$ cat src/rtl/lcd_pkg.sv
// ---------------------------------------------------------------------------
// lcd_pkg
// Shared definitions for the HD44780 hex display driver: the command bytes
// sent to the panel, the controller and byte-writer state types, and the
// nibble-to-ASCII conversion used when building character bytes.
// No ports (package).
// ---------------------------------------------------------------------------
package lcd_pkg;

    localparam logic [7:0] CMD_FUNC_SET = 8'h38;  // 8-bit bus, 2 lines, 5x8 font
    localparam logic [7:0] CMD_DISP_ON  = 8'h0C;  // display on, cursor off
    localparam logic [7:0] CMD_CLEAR    = 8'h01;  // clear display (slow command)
    localparam logic [7:0] CMD_ENTRY    = 8'h06;  // auto-increment address
    localparam logic [7:0] ADDR_ROW1    = 8'h80;  // DDRAM address 0x00
    localparam logic [7:0] ADDR_ROW2    = 8'hC0;  // DDRAM address 0x40

    typedef enum logic [1:0] {
        PWR_WAIT,
        INIT,
        FRAME
    } ctrl_state_e;

    typedef enum logic [1:0] {
        IDLE,
        SETUP,
        EN_HI,
        HOLD
    } wr_state_e;

    // Uppercase hex digit: 0-9 map to '0'-'9', 10-15 map to 'A'-'F'.
    function automatic logic [7:0] nibble_to_ascii(input logic [3:0] nib);
        logic [7:0] n8;
        n8 = {4'h0, nib};
        if (nib < 4'd10) begin
            return 8'h30 + n8;
        end
        return 8'h37 + n8;
    endfunction

endpackage

$ cat src/rtl/lcd_hex_driver_if.sv
// ---------------------------------------------------------------------------
// lcd_hex_driver_if
// Pin-level bundle of the HD44780 parallel interface.
//   lcd_data[7:0] : data/command bus
//   lcd_rs        : 0 = command, 1 = character data
//   lcd_rw        : read/write select (always write here)
//   lcd_en        : enable strobe
//   lcd_on        : panel power enable
// master: the driver (drives every pin); slave: the panel / observer.
// ---------------------------------------------------------------------------
interface lcd_hex_driver_if;

    logic [7:0] lcd_data;
    logic       lcd_rs;
    logic       lcd_rw;
    logic       lcd_en;
    logic       lcd_on;

    modport master (
        output lcd_data,
        output lcd_rs,
        output lcd_rw,
        output lcd_en,
        output lcd_on
    );

    modport slave (
        input lcd_data,
        input lcd_rs,
        input lcd_rw,
        input lcd_en,
        input lcd_on
    );

endinterface

$ cat src/rtl/lcd_byte_writer.sv
// ---------------------------------------------------------------------------
// lcd_byte_writer
// Writes one byte to the LCD bus with HD44780 timing. A start seen while idle
// latches data/rs, which then stay on the bus until the next start. The
// enable strobe is low for SETUP_CYC cycles, high for EN_CYC cycles, then low
// for CMD_CYC (or CLR_CYC when long_wait) cycles; done pulses in the final
// wait cycle.
// Ports:
//   clk, reset_n        : clock, asynchronous active-low reset
//   start               : begin a byte (honoured only when idle)
//   data[7:0], rs       : byte and register select to send
//   long_wait           : use the long post-write wait (clear command)
//   lcd_data, lcd_rs    : held bus value
//   lcd_en              : enable strobe
//   done                : one-cycle pulse at the end of the byte period
// ---------------------------------------------------------------------------
module lcd_byte_writer
    import lcd_pkg::*;
#(
    parameter int SETUP_CYC = 2,
    parameter int EN_CYC    = 25,
    parameter int CMD_CYC   = 2500,
    parameter int CLR_CYC   = 100000
) (
    input  logic       clk,
    input  logic       reset_n,
    input  logic       start,
    input  logic [7:0] data,
    input  logic       rs,
    input  logic       long_wait,
    output logic [7:0] lcd_data,
    output logic       lcd_rs,
    output logic       lcd_en,
    output logic       done
);

    localparam int MAX_AB  = (SETUP_CYC > EN_CYC) ? SETUP_CYC : EN_CYC;
    localparam int MAX_CD  = (CMD_CYC > CLR_CYC) ? CMD_CYC : CLR_CYC;
    localparam int MAX_CYC = (MAX_AB > MAX_CD) ? MAX_AB : MAX_CD;
    localparam int CNT_W   = $clog2(MAX_CYC + 1);

    wr_state_e        state_q, state_d;
    logic [CNT_W-1:0] cnt_q, cnt_d;
    logic [7:0]       data_q, data_d;
    logic             rs_q, rs_d;
    logic             long_q, long_d;
    logic [CNT_W-1:0] wait_last;

    assign wait_last = long_q ? CNT_W'(CLR_CYC - 1) : CNT_W'(CMD_CYC - 1);

    always_ff @(posedge clk or negedge reset_n) begin
        if (!reset_n) begin
            state_q <= IDLE;
            cnt_q   <= '0;
            data_q  <= 8'h00;
            rs_q    <= 1'b0;
            long_q  <= 1'b0;
        end else begin
            state_q <= state_d;
            cnt_q   <= cnt_d;
            data_q  <= data_d;
            rs_q    <= rs_d;
            long_q  <= long_d;
        end
    end

    // Each phase restarts its counter from zero so no count ever wraps.
    always_comb begin
        state_d = state_q;
        cnt_d   = cnt_q;
        data_d  = data_q;
        rs_d    = rs_q;
        long_d  = long_q;
        lcd_en  = 1'b0;
        done    = 1'b0;
        case (state_q)
            IDLE: begin
                if (start) begin
                    data_d  = data;
                    rs_d    = rs;
                    long_d  = long_wait;
                    cnt_d   = '0;
                    state_d = SETUP;
                end
            end
            SETUP: begin
                if (cnt_q == CNT_W'(SETUP_CYC - 1)) begin
                    cnt_d   = '0;
                    state_d = EN_HI;
                end else begin
                    cnt_d = cnt_q + 1'b1;
                end
            end
            EN_HI: begin
                lcd_en = 1'b1;
                if (cnt_q == CNT_W'(EN_CYC - 1)) begin
                    cnt_d   = '0;
                    state_d = HOLD;
                end else begin
                    cnt_d = cnt_q + 1'b1;
                end
            end
            HOLD: begin
                if (cnt_q == wait_last) begin
                    done    = 1'b1;
                    cnt_d   = '0;
                    state_d = IDLE;
                end else begin
                    cnt_d = cnt_q + 1'b1;
                end
            end
            default: begin
                state_d = IDLE;
                cnt_d   = '0;
            end
        endcase
    end

    assign lcd_data = data_q;
    assign lcd_rs   = rs_q;

endmodule

$ cat src/rtl/lcd_hex_driver.sv
// ---------------------------------------------------------------------------
// lcd_hex_driver
// Shows two 16-bit words as 4 uppercase hex digits each on a 16x2 HD44780
// LCD (line1 on row 1, line2 on row 2, columns 0-3). After a power-up delay
// it sends the init command sequence once, then refreshes the display
// forever, snapshotting both words at the start of every frame.
// Ports:
//   clk, reset_n  : clock, asynchronous active-low reset
//   line1, line2  : words to display
//   lcd           : LCD pin bundle (master side)
//   frame_done    : one-cycle pulse after the last character of a frame
// ---------------------------------------------------------------------------
module lcd_hex_driver
    import lcd_pkg::*;
#(
    parameter int POWERUP_CYC = 750000,
    parameter int SETUP_CYC   = 2,
    parameter int EN_CYC      = 25,
    parameter int CMD_CYC     = 2500,
    parameter int CLR_CYC     = 100000
) (
    input  logic                clk,
    input  logic                reset_n,
    input  logic [15:0]         line1,
    input  logic [15:0]         line2,
    lcd_hex_driver_if.master    lcd,
    output logic                frame_done
);

    localparam int PWR_W = $clog2(POWERUP_CYC + 1);

    ctrl_state_e      state_q, state_d;
    logic [PWR_W-1:0] pwr_cnt_q, pwr_cnt_d;
    logic [3:0]       idx_q, idx_d;
    logic             issue_q, issue_d;
    logic [15:0]      snap1_q, snap1_d;
    logic [15:0]      snap2_q, snap2_d;
    logic             frame_done_q, frame_done_d;
    logic             lcd_on_q, lcd_on_d;

    logic [7:0]       byte_data;
    logic             byte_rs;
    logic             long_wait;
    logic             wr_done;
    logic [7:0]       wr_data;
    logic             wr_rs;
    logic             wr_en;

    always_ff @(posedge clk or negedge reset_n) begin
        if (!reset_n) begin
            state_q      <= PWR_WAIT;
            pwr_cnt_q    <= '0;
            idx_q        <= 4'd0;
            issue_q      <= 1'b0;
            snap1_q      <= 16'h0000;
            snap2_q      <= 16'h0000;
            frame_done_q <= 1'b0;
            lcd_on_q     <= 1'b0;
        end else begin
            state_q      <= state_d;
            pwr_cnt_q    <= pwr_cnt_d;
            idx_q        <= idx_d;
            issue_q      <= issue_d;
            snap1_q      <= snap1_d;
            snap2_q      <= snap2_d;
            frame_done_q <= frame_done_d;
            lcd_on_q     <= lcd_on_d;
        end
    end

    // Sequencer: issue_q is a one-cycle start pulse raised on the edge after
    // the writer's done, so the selected byte below is already updated (index
    // and snapshot) when the writer latches it.
    always_comb begin
        state_d      = state_q;
        pwr_cnt_d    = pwr_cnt_q;
        idx_d        = idx_q;
        issue_d      = 1'b0;
        snap1_d      = snap1_q;
        snap2_d      = snap2_q;
        frame_done_d = 1'b0;
        lcd_on_d     = 1'b1;
        case (state_q)
            PWR_WAIT: begin
                if (pwr_cnt_q == PWR_W'(POWERUP_CYC - 1)) begin
                    pwr_cnt_d = '0;
                    idx_d     = 4'd0;
                    issue_d   = 1'b1;
                    state_d   = INIT;
                end else begin
                    pwr_cnt_d = pwr_cnt_q + 1'b1;
                end
            end
            INIT: begin
                if (wr_done) begin
                    issue_d = 1'b1;
                    if (idx_q == 4'd3) begin
                        idx_d   = 4'd0;
                        snap1_d = line1;
                        snap2_d = line2;
                        state_d = FRAME;
                    end else begin
                        idx_d = idx_q + 4'd1;
                    end
                end
            end
            FRAME: begin
                if (wr_done) begin
                    issue_d = 1'b1;
                    if (idx_q == 4'd9) begin
                        idx_d        = 4'd0;
                        snap1_d      = line1;
                        snap2_d      = line2;
                        frame_done_d = 1'b1;
                    end else begin
                        idx_d = idx_q + 4'd1;
                    end
                end
            end
            default: begin
                state_d   = PWR_WAIT;
                pwr_cnt_d = '0;
                idx_d     = 4'd0;
            end
        endcase
    end

    // Byte selection: INIT walks the command table; FRAME sends the row 1
    // address, four digits of line1, the row 2 address, four digits of line2.
    always_comb begin
        byte_data = 8'h00;
        byte_rs   = 1'b0;
        case (state_q)
            INIT: begin
                case (idx_q)
                    4'd0:    byte_data = CMD_FUNC_SET;
                    4'd1:    byte_data = CMD_DISP_ON;
                    4'd2:    byte_data = CMD_CLEAR;
                    default: byte_data = CMD_ENTRY;
                endcase
            end
            FRAME: begin
                byte_rs = 1'b1;
                case (idx_q)
                    4'd0: begin
                        byte_data = ADDR_ROW1;
                        byte_rs   = 1'b0;
                    end
                    4'd1: byte_data = nibble_to_ascii(snap1_q[15:12]);
                    4'd2: byte_data = nibble_to_ascii(snap1_q[11:8]);
                    4'd3: byte_data = nibble_to_ascii(snap1_q[7:4]);
                    4'd4: byte_data = nibble_to_ascii(snap1_q[3:0]);
                    4'd5: begin
                        byte_data = ADDR_ROW2;
                        byte_rs   = 1'b0;
                    end
                    4'd6: byte_data = nibble_to_ascii(snap2_q[15:12]);
                    4'd7: byte_data = nibble_to_ascii(snap2_q[11:8]);
                    4'd8: byte_data = nibble_to_ascii(snap2_q[7:4]);
                    default: byte_data = nibble_to_ascii(snap2_q[3:0]);
                endcase
            end
            default: begin
                byte_data = 8'h00;
                byte_rs   = 1'b0;
            end
        endcase
    end

    // Characters never equal 0x01, but rs is checked so only the command waits long.
    assign long_wait = !byte_rs && (byte_data == CMD_CLEAR);

    lcd_byte_writer #(
        .SETUP_CYC (SETUP_CYC),
        .EN_CYC    (EN_CYC),
        .CMD_CYC   (CMD_CYC),
        .CLR_CYC   (CLR_CYC)
    ) u_writer (
        .clk       (clk),
        .reset_n   (reset_n),
        .start     (issue_q),
        .data      (byte_data),
        .rs        (byte_rs),
        .long_wait (long_wait),
        .lcd_data  (wr_data),
        .lcd_rs    (wr_rs),
        .lcd_en    (wr_en),
        .done      (wr_done)
    );

    assign lcd.lcd_data = wr_data;
    assign lcd.lcd_rs   = wr_rs;
    assign lcd.lcd_rw   = 1'b0;
    assign lcd.lcd_en   = wr_en;
    assign lcd.lcd_on   = lcd_on_q;
    assign frame_done   = frame_done_q;

endmodule

$ cat src/flat_wrapper.sv
// flat-port wrapper written by rule: the top's interface ports become plain ports
module lcd_hex_driver_flat import lcd_pkg::*;
#(
    parameter int POWERUP_CYC = 750000,
    parameter int SETUP_CYC   = 2,
    parameter int EN_CYC      = 25,
    parameter int CMD_CYC     = 2500,
    parameter int CLR_CYC     = 100000
)
  (clk, reset_n, line1, line2, frame_done, lcd_lcd_data, lcd_lcd_rs, lcd_lcd_rw, lcd_lcd_en, lcd_lcd_on);
  lcd_hex_driver_if lcd_i ();
  input  logic clk;
  input  logic reset_n;
  input  logic [15:0] line1;
  input  logic [15:0] line2;
  output logic frame_done;
  output wire logic [$bits(lcd_i.lcd_data)-1:0] lcd_lcd_data;
  output wire logic [$bits(lcd_i.lcd_rs)-1:0] lcd_lcd_rs;
  output wire logic [$bits(lcd_i.lcd_rw)-1:0] lcd_lcd_rw;
  output wire logic [$bits(lcd_i.lcd_en)-1:0] lcd_lcd_en;
  output wire logic [$bits(lcd_i.lcd_on)-1:0] lcd_lcd_on;
  assign lcd_lcd_data = lcd_i.lcd_data;
  assign lcd_lcd_rs = lcd_i.lcd_rs;
  assign lcd_lcd_rw = lcd_i.lcd_rw;
  assign lcd_lcd_en = lcd_i.lcd_en;
  assign lcd_lcd_on = lcd_i.lcd_on;
  lcd_hex_driver #(.POWERUP_CYC(POWERUP_CYC), .SETUP_CYC(SETUP_CYC), .EN_CYC(EN_CYC), .CMD_CYC(CMD_CYC), .CLR_CYC(CLR_CYC)) u_core (.clk(clk), .reset_n(reset_n), .line1(line1), .line2(line2), .lcd(lcd_i), .frame_done(frame_done));
endmodule
$ cat config.mk
export PLATFORM = sky130hd
export DESIGN_NAME = lcd_hex_driver_flat
export DESIGN_NICKNAME = d
export VERILOG_FILES = /design/src/rtl/lcd_pkg.sv /design/src/rtl/lcd_hex_driver_if.sv /design/src/rtl/lcd_byte_writer.sv /design/src/rtl/lcd_hex_driver.sv /design/src/flat_wrapper.sv
export SDC_FILE = /design/constraint.sdc
export NUM_CORES = 1
export LEC_CHECK = 0
export CAP_MARGIN = 25
export CORE_AREA = 2 2 123 125
export DETAILED_ROUTE_END_ITERATION = 8
export DIE_AREA = 0 0 125 127
export SYNTH_ARGS = -nofsm -noshare
export SYNTH_HDL_FRONTEND = slang
export SYNTH_SLANG_ARGS = --single-unit
$ cat constraint.sdc
create_clock -name clk -period 4.7 [get_ports clk]
set_clock_uncertainty 0.2 [all_clocks]
set_input_delay 0.94 -clock clk [delete_from_list [all_inputs] [get_ports clk]]
set_output_delay 0.94 -clock clk [all_outputs]
set_load 0.01 [all_outputs]
==> flow_summary.yaml <==
run_status:
  status: "completed"
layout:
  area_delta_synth_final_pct: 16.4
  multi_input_area_um2: 3180
  nFillCells: 1420
  utilization_pct: 45.9
  n_antenna_cell: 0
  final_common_cell: "dfrtp_1"
  mostFrequentLayoutCells: "dfrtp_1 (90), nand2_1 (54), o21ai_0 (49)"
  fin_cells: 834
  drive_gt1_share_pct: 10.8
  final_area_um2: 6610
  nets: 704
  seqCellArea_um2: 2250
placement:
  dpl-instance-area_um2: 6260
  portBuffers: 45
  gp_congestion: 0.911
  hpwl_um: 10200
  dp.cells: 818
setup_path:
  crit_fanout: 4
  worstSetupPathType: "reg2out"
  cp.arrival_ns: 1.66
  cp-end-kind: "output port"
  r2r_setup_slack_ns: 2.02
  cp_data_required_time_ns: 3.56
  worstSetupStartpointType: "flip-flop"
floorplanning:
  dieWidth_um: 125
  num_io_pins: 47
  core_area_um2: 14400
  start_util_pct: 39.4
  die_area_um2: 15900
  std_cell_rows: 44
  die_h_um: 127
synth:
  async_flop_share_pct: 100
  ys.flop_type: "dfrtp_1"
  synth_cell_types: 70
  ys_seq_elements: 90
  ys_seq_area_share_pct: 39.6
  synthCells: 612
  syn_area_um2: 5680
  synth_edf_count: 0
  avgSynthCellArea_um2: 9.28
  syn_nets: 671
  ys_warn_count: 0
drt:
  routed_wl_um: 13700
  drt-initial-drc-count: 326
  drtAntennaViolNets: 0
  drc: 0
  routed_via_density: 5.63
  firstDrtPassIters: 5
  avgRoutedWirePerCell_um: 16.5
  vias: 4695
clocking:
  path_clk_slew_ns: 0.07
  ctsResizeCount: 0
  cts_buffer_depth: 2
  ctsRootBufferMaster: "clkbuf_16"
  hold_buffers: 0
  clock_sinks: 90
  clk_latency_ns: 0.35
  htreeDepth: 3
  numCtsBuffers: 9
  postCtsSetupBuffers: 0
  cts_tree: "done"
timing:
  hold_viol: 0
  relSlewSlack_pct: 44.2
  setup-tns-final_ns: 0
  setup_viol: 0
  tightest_slew_ns: 0.835
  fmax_ghz: 0.358
  finalMaxSlewViolations: 0
  rsz0062_at_grt: "no"
  finalCritPeriodShare_pct: 59.5
  layout_min_cycle_time_ns: 2.80
power_and_ir_drop:
  power.leakage_nw: 2.67
  p_per_area_nw_per_um2: 253
  vdd_drop_max_mv: 0.149
global_route:
  grt_pass1_wl_um: 22900
  grt_pass1_vias: 4648
  overflow: 0
  grt_max_degree: 66
  grt_usage_pct: 17.8
  antenna_found_initial: 0
flow_run:
  max_cap_viol_count: 0
worst_hold_path:
  min_path_type: "reg2reg"
routing by layer:
metal	global-route usage [%]	vias up	part of all wire, %	wire, um
met4	9.61	0	3.8	520
met5	0	-	0	0
met2	29.0	97	47	6490
met3	2.51	32	2.8	384
met1	23.2	2268	46	6340
li1	-	2298	-	-
where the power goes:
| group | internal, W | leakage [nW] | total (W) | switching [W] |
|---|---|---|---|---|
| combinational | 0.0000249 | 1.26 | 0.0000440 | 0.0000191 |
| sequential | 0.000775 | 1.24 | 0.000775 | 0.000000122 |
| clock | 0.000547 | 0.176 | 0.000852 | 0.000306 |
| total | 0.00135 | 2.67 | 0.00167 | 0.000325 |
path summary, 6_finish.rpt:
check | startpoint | to | cells after the start
setup / recovery | u_core.u_writer.state_q[0] | lcd_lcd_en | 3
hold / removal | u_core.u_writer.lcd_data[7] | u_core.u_writer.lcd_data[7] | 2
setup reg to reg | u_core.idx_q[0] | u_core.u_writer.long_q | 8
hold reg to reg | u_core.u_writer.lcd_data[7] | u_core.u_writer.lcd_data[7] | 2
max in group asynchronous | reset_n | u_core.pwr_cnt_q[12] | 2
min in group asynchronous | reset_n | u_core.u_writer.cnt_q[13] | 1
synthesized netlist by cell type, types with 7 or more instances:
library cell / count / area, um^2
ha_1: 25 / 313
nand4_1: 8 / 50.1
inv_1: 29 / 109
dfrtp_1: 90 / 2250
o31ai_1: 12 / 90.1
nor3_1: 9 / 45.0
and2_1: 7 / 43.8
nor2b_1: 13 / 81.3
nand2_1: 54 / 203
and4b_1: 8 / 80.1
mux2_2: 32 / 360
a31oi_1: 9 / 56.3
nand3_1: 32 / 160
a21oi_1: 23 / 115
clkbuf_1: 16 / 60.1
o311ai_0: 7 / 61.3
xnor2_1: 11 / 96.3
xor2_1: 8 / 70.1
o21ai_0: 49 / 245
nor2_1: 39 / 146
cells by family after synthesis:
logic type               count (synthesis)  share of synthesized area (%)
buffers and inverters                   57                           4.36
multiplexers                            40                           7.86
AND/OR/NAND/NOR                        223                           21.7
XOR/XNOR                                19                           2.93
other                                    2                          0.132
flip-flops                              90                           39.6
AO/OA/AOI/OAI                          156                           17.8
adder cells (fa/ha/maj)                 25                           5.51
layout make-up:
class / count / area share, %
well taps: 184 / 3.48
inverters: 29 / 1.65
multi-input cells: 465 / 48.1
clock inverters: 5 / 1.51
clock buffers: 11 / 3.82
flip-flops and latches: 90 / 34.1
repair buffers: 50 / 7.34
state kept, by name, indices dropped and copies added, names as in the netlist:
name / cells
u_core.pwr_cnt_q: 20
u_core.u_writer.cnt_q: 17
u_core.snap1_q: 16
u_core.snap2_q: 16
u_core.u_writer.lcd_data: 8
u_core.idx_q: 4
u_core.state_q: 2
u_core.u_writer.state_q: 2
u_core.frame_done: 1
u_core.issue_q: 1
u_core.lcd.lcd_on: 1
u_core.u_writer.lcd_rs: 1
u_core.u_writer.long_q: 1
per-stage QoR:
| step | hold WS [ns] | worst slack [ns] | total power, W |
|---|---|---|---|
| after floorplan | 0.281 | 2.36 | 0.000791 |
| after global placement | 0.269 | 2.10 | 0.000835 |
| after detailed placement | 0.279 | 2.03 | 0.000835 |
| after CTS | 0.294 | 1.89 | 0.00169 |
| after global routing | 0.319 | 1.75 | 0.00173 |
| final | 0.282 | 1.90 | 0.00167 |
critical path, cell delays in order, from the launching register on:
cell	delay, ns
dfrtp_1	0.40
inv_1	0.13
ha_1	0.23
clkdlybuf4s50_1	0.55
(Power assumes the default switching activity.)
==> RTL edit: new RTL, same settings <==
Register the output `frame_done` once more, without a reset; this adds one clock of latency there. The other outputs are not delayed to match. Comments in the files are not updated.
--- a/src/rtl/lcd_hex_driver.sv
+++ b/src/rtl/lcd_hex_driver.sv
@@ -193,7 +193,9 @@
     assign lcd.lcd_rw   = 1'b0;
     assign lcd.lcd_en   = wr_en;
     assign lcd.lcd_on   = lcd_on_q;
-    assign frame_done   = frame_done_q;
+    always_ff @(posedge clk) begin
+        frame_done <= frame_done_q;
+    end
 
 endmodule
 
Function: same outputs for any inputs over 10 cycles, from zero or initial values and one cycle with reset_n low; that may be too few to reach the edited logic, so the function may still have changed.
==> RTL edit against the unedited design <==
Utilization fell by 1.0 points; worst setup slack got worse by 0.15 ns; area after synthesis is 2.0% lower; sequential power rose by 1%; routed wire length up 2.2%; power decreased by 3.6%; worst hold slack got worse by 0.14 ns; cell area is 2.2% lower; register-to-register slack got worse by 0.26 ns; sequential cell count is 1 higher; critical endpoint is now u_core.pwr_cnt_q[18]; largest cell class unchanged.
==> RTL edit: results (changes against the unedited design) <==
{
  "switch_share": {"value": 0.2000, "change": "was 0.1944"},
  "slew_headroom": {"value": 0.2853, "change": "was 0.4422"},
  "worst-path-max-fanout": {"value": 15, "change": "was 4"},
  "sequentialPowerShare": {"value": 0.486, "change": "was 0.464"},
  "cpPeakStageDelay": {"value": 0.69, "unit": "ns", "change": "was 0.55 ns"},
  "irDropWorstVdd": {"value": 0.1591, "unit": "mV", "change": "was 0.1488 mV"},
  "run_status": {"value": "complete, no violations", "change": "unchanged"},
  "critical_path.slowest_cell": {"value": "or4_1", "change": "was clkdlybuf4s50_1"},
  "leakagePower": {"value": 2.752, "unit": "nW", "change": "was 2.674 nW"},
  "yosys-top-cells-area": {"value": "dfrtp_1 40%, ha_1 5.6%, o21ai_0 4.8%, nand2_1 4.7%, mux2_2 3.6%", "change": "was dfrtp_1 40%, mux2_2 6.3%, ha_1 5.5%, o21ai_0 4.3%, nand2_1 3.6%"},
  "gp_congestion": {"value": 0.8650, "change": "was 0.9113"},
  "synthXorXnorAreaFrac": {"value": 0.03617, "change": "was 0.02929"},
  "vias_per_cell": {"value": 5.653, "change": "was 5.629"},
  "ff2ff_path_depth": {"value": 7, "change": "was 8"},
  "ys_seq_area_frac": {"value": 0.4080, "change": "was 0.3964"},
  "worstHoldStart": {"value": "u_core.frame_done_q", "change": "was u_core.u_writer.lcd_data[7]"},
  "design.final.nets": {"value": 711, "change": "was 704"},
  "compound_cell_area_share_of_the_yosys_netlist": {"value": 0.1858, "change": "was 0.1784"},
  "cp.arrival": {"value": 2.93, "unit": "ns", "change": "was 1.66 ns"},
  "yosys-top-cells-count": {"value": "90 x dfrtp_1, 69 x nand2_1, 53 x o21ai_0, 43 x nor2_1, 33 x inv_1", "change": "was 90 x dfrtp_1, 54 x nand2_1, 49 x o21ai_0, 39 x nor2_1"},
  "wl_per_cell": {"value": 16.69, "unit": "um", "change": "was 16.47 um"},
  "wire_length_of_the_first_global_routing_pass": {"value": 23260, "unit": "um", "change": "was 22890 um"},
  "synthAdderAreaFrac": {"value": 0.05617, "change": "was 0.05505"},
  "asyncSetResetFlopFracSynth": {"value": 0.9890, "change": "was 1.000"},
  "met1_usage": {"value": 0.2580, "change": "was 0.2318"},
  "critPathTopFamily": {"value": "simple AND/OR/NAND/NOR gates", "change": "was buffers and inverters"}
}
## RTL edit: cell types whose count changed in the layout (fill, tap and decap cells not counted), moves of 6 or more
cell,before,now
nor4b_1,2,8
mux2_2,32,18
and3_1,3,10
nand2_1,54,69
a21oi_1,23,29
and2_1,7,15
## RTL edit: metrics by stage
step / cells / setup slack, ns / instance area (sq um) / power, W / util
2_1_floorplan: 618 / 2.241 / 5569 / 0.0008000 / -
3_3_place_gp: 824 / 1.585 / 6127 / 0.0008442 / 0.4248
3_5_place_dp: 824 / 1.469 / 6127 / 0.0008447 / 0.4248
4_1_cts: 840 / 1.461 / 6447 / 0.001637 / 0.4470
5_1_grt: 841 / 1.530 / 6467 / 0.001680 / 0.4484
6_report: 841 / 1.759 / 6467 / 0.001612 / 0.4484
## RTL edit: area by class of cell
cell class	count	area (sq um)	area share
clock buffers	12	246.5	0.03811
clock inverters	4	73.82	0.01141
inverters	33	123.9	0.01915
multi-input cells	470	3045	0.4709
flip-flops and latches	91	2272	0.3513
well taps	184	230.2	0.03560
repair buffers	47	475.5	0.07352
## RTL edit: per-layer routing
| layer | wire length, um | vias to the layer above |
|---|---|---|
| met2 | 6213 | 138 |
| met4 | 227 | 0 |
| met1 | 6853 | 2298 |
| li1 | - | 2300 |
| met5 | 0 | - |
| met3 | 746 | 18 |
## RTL edit: path summary, 6_finish.rpt
kind,endpoint,slack (ns)
max,u_core.pwr_cnt_q[18],1.76
min,u_core.frame_done,0.14
max reg2reg,u_core.pwr_cnt_q[18],1.76
min reg2reg,u_core.frame_done,0.14
max in group asynchronous,u_core.snap2_q[6],2.95
min in group asynchronous,u_core.u_writer.cnt_q[3],0.43
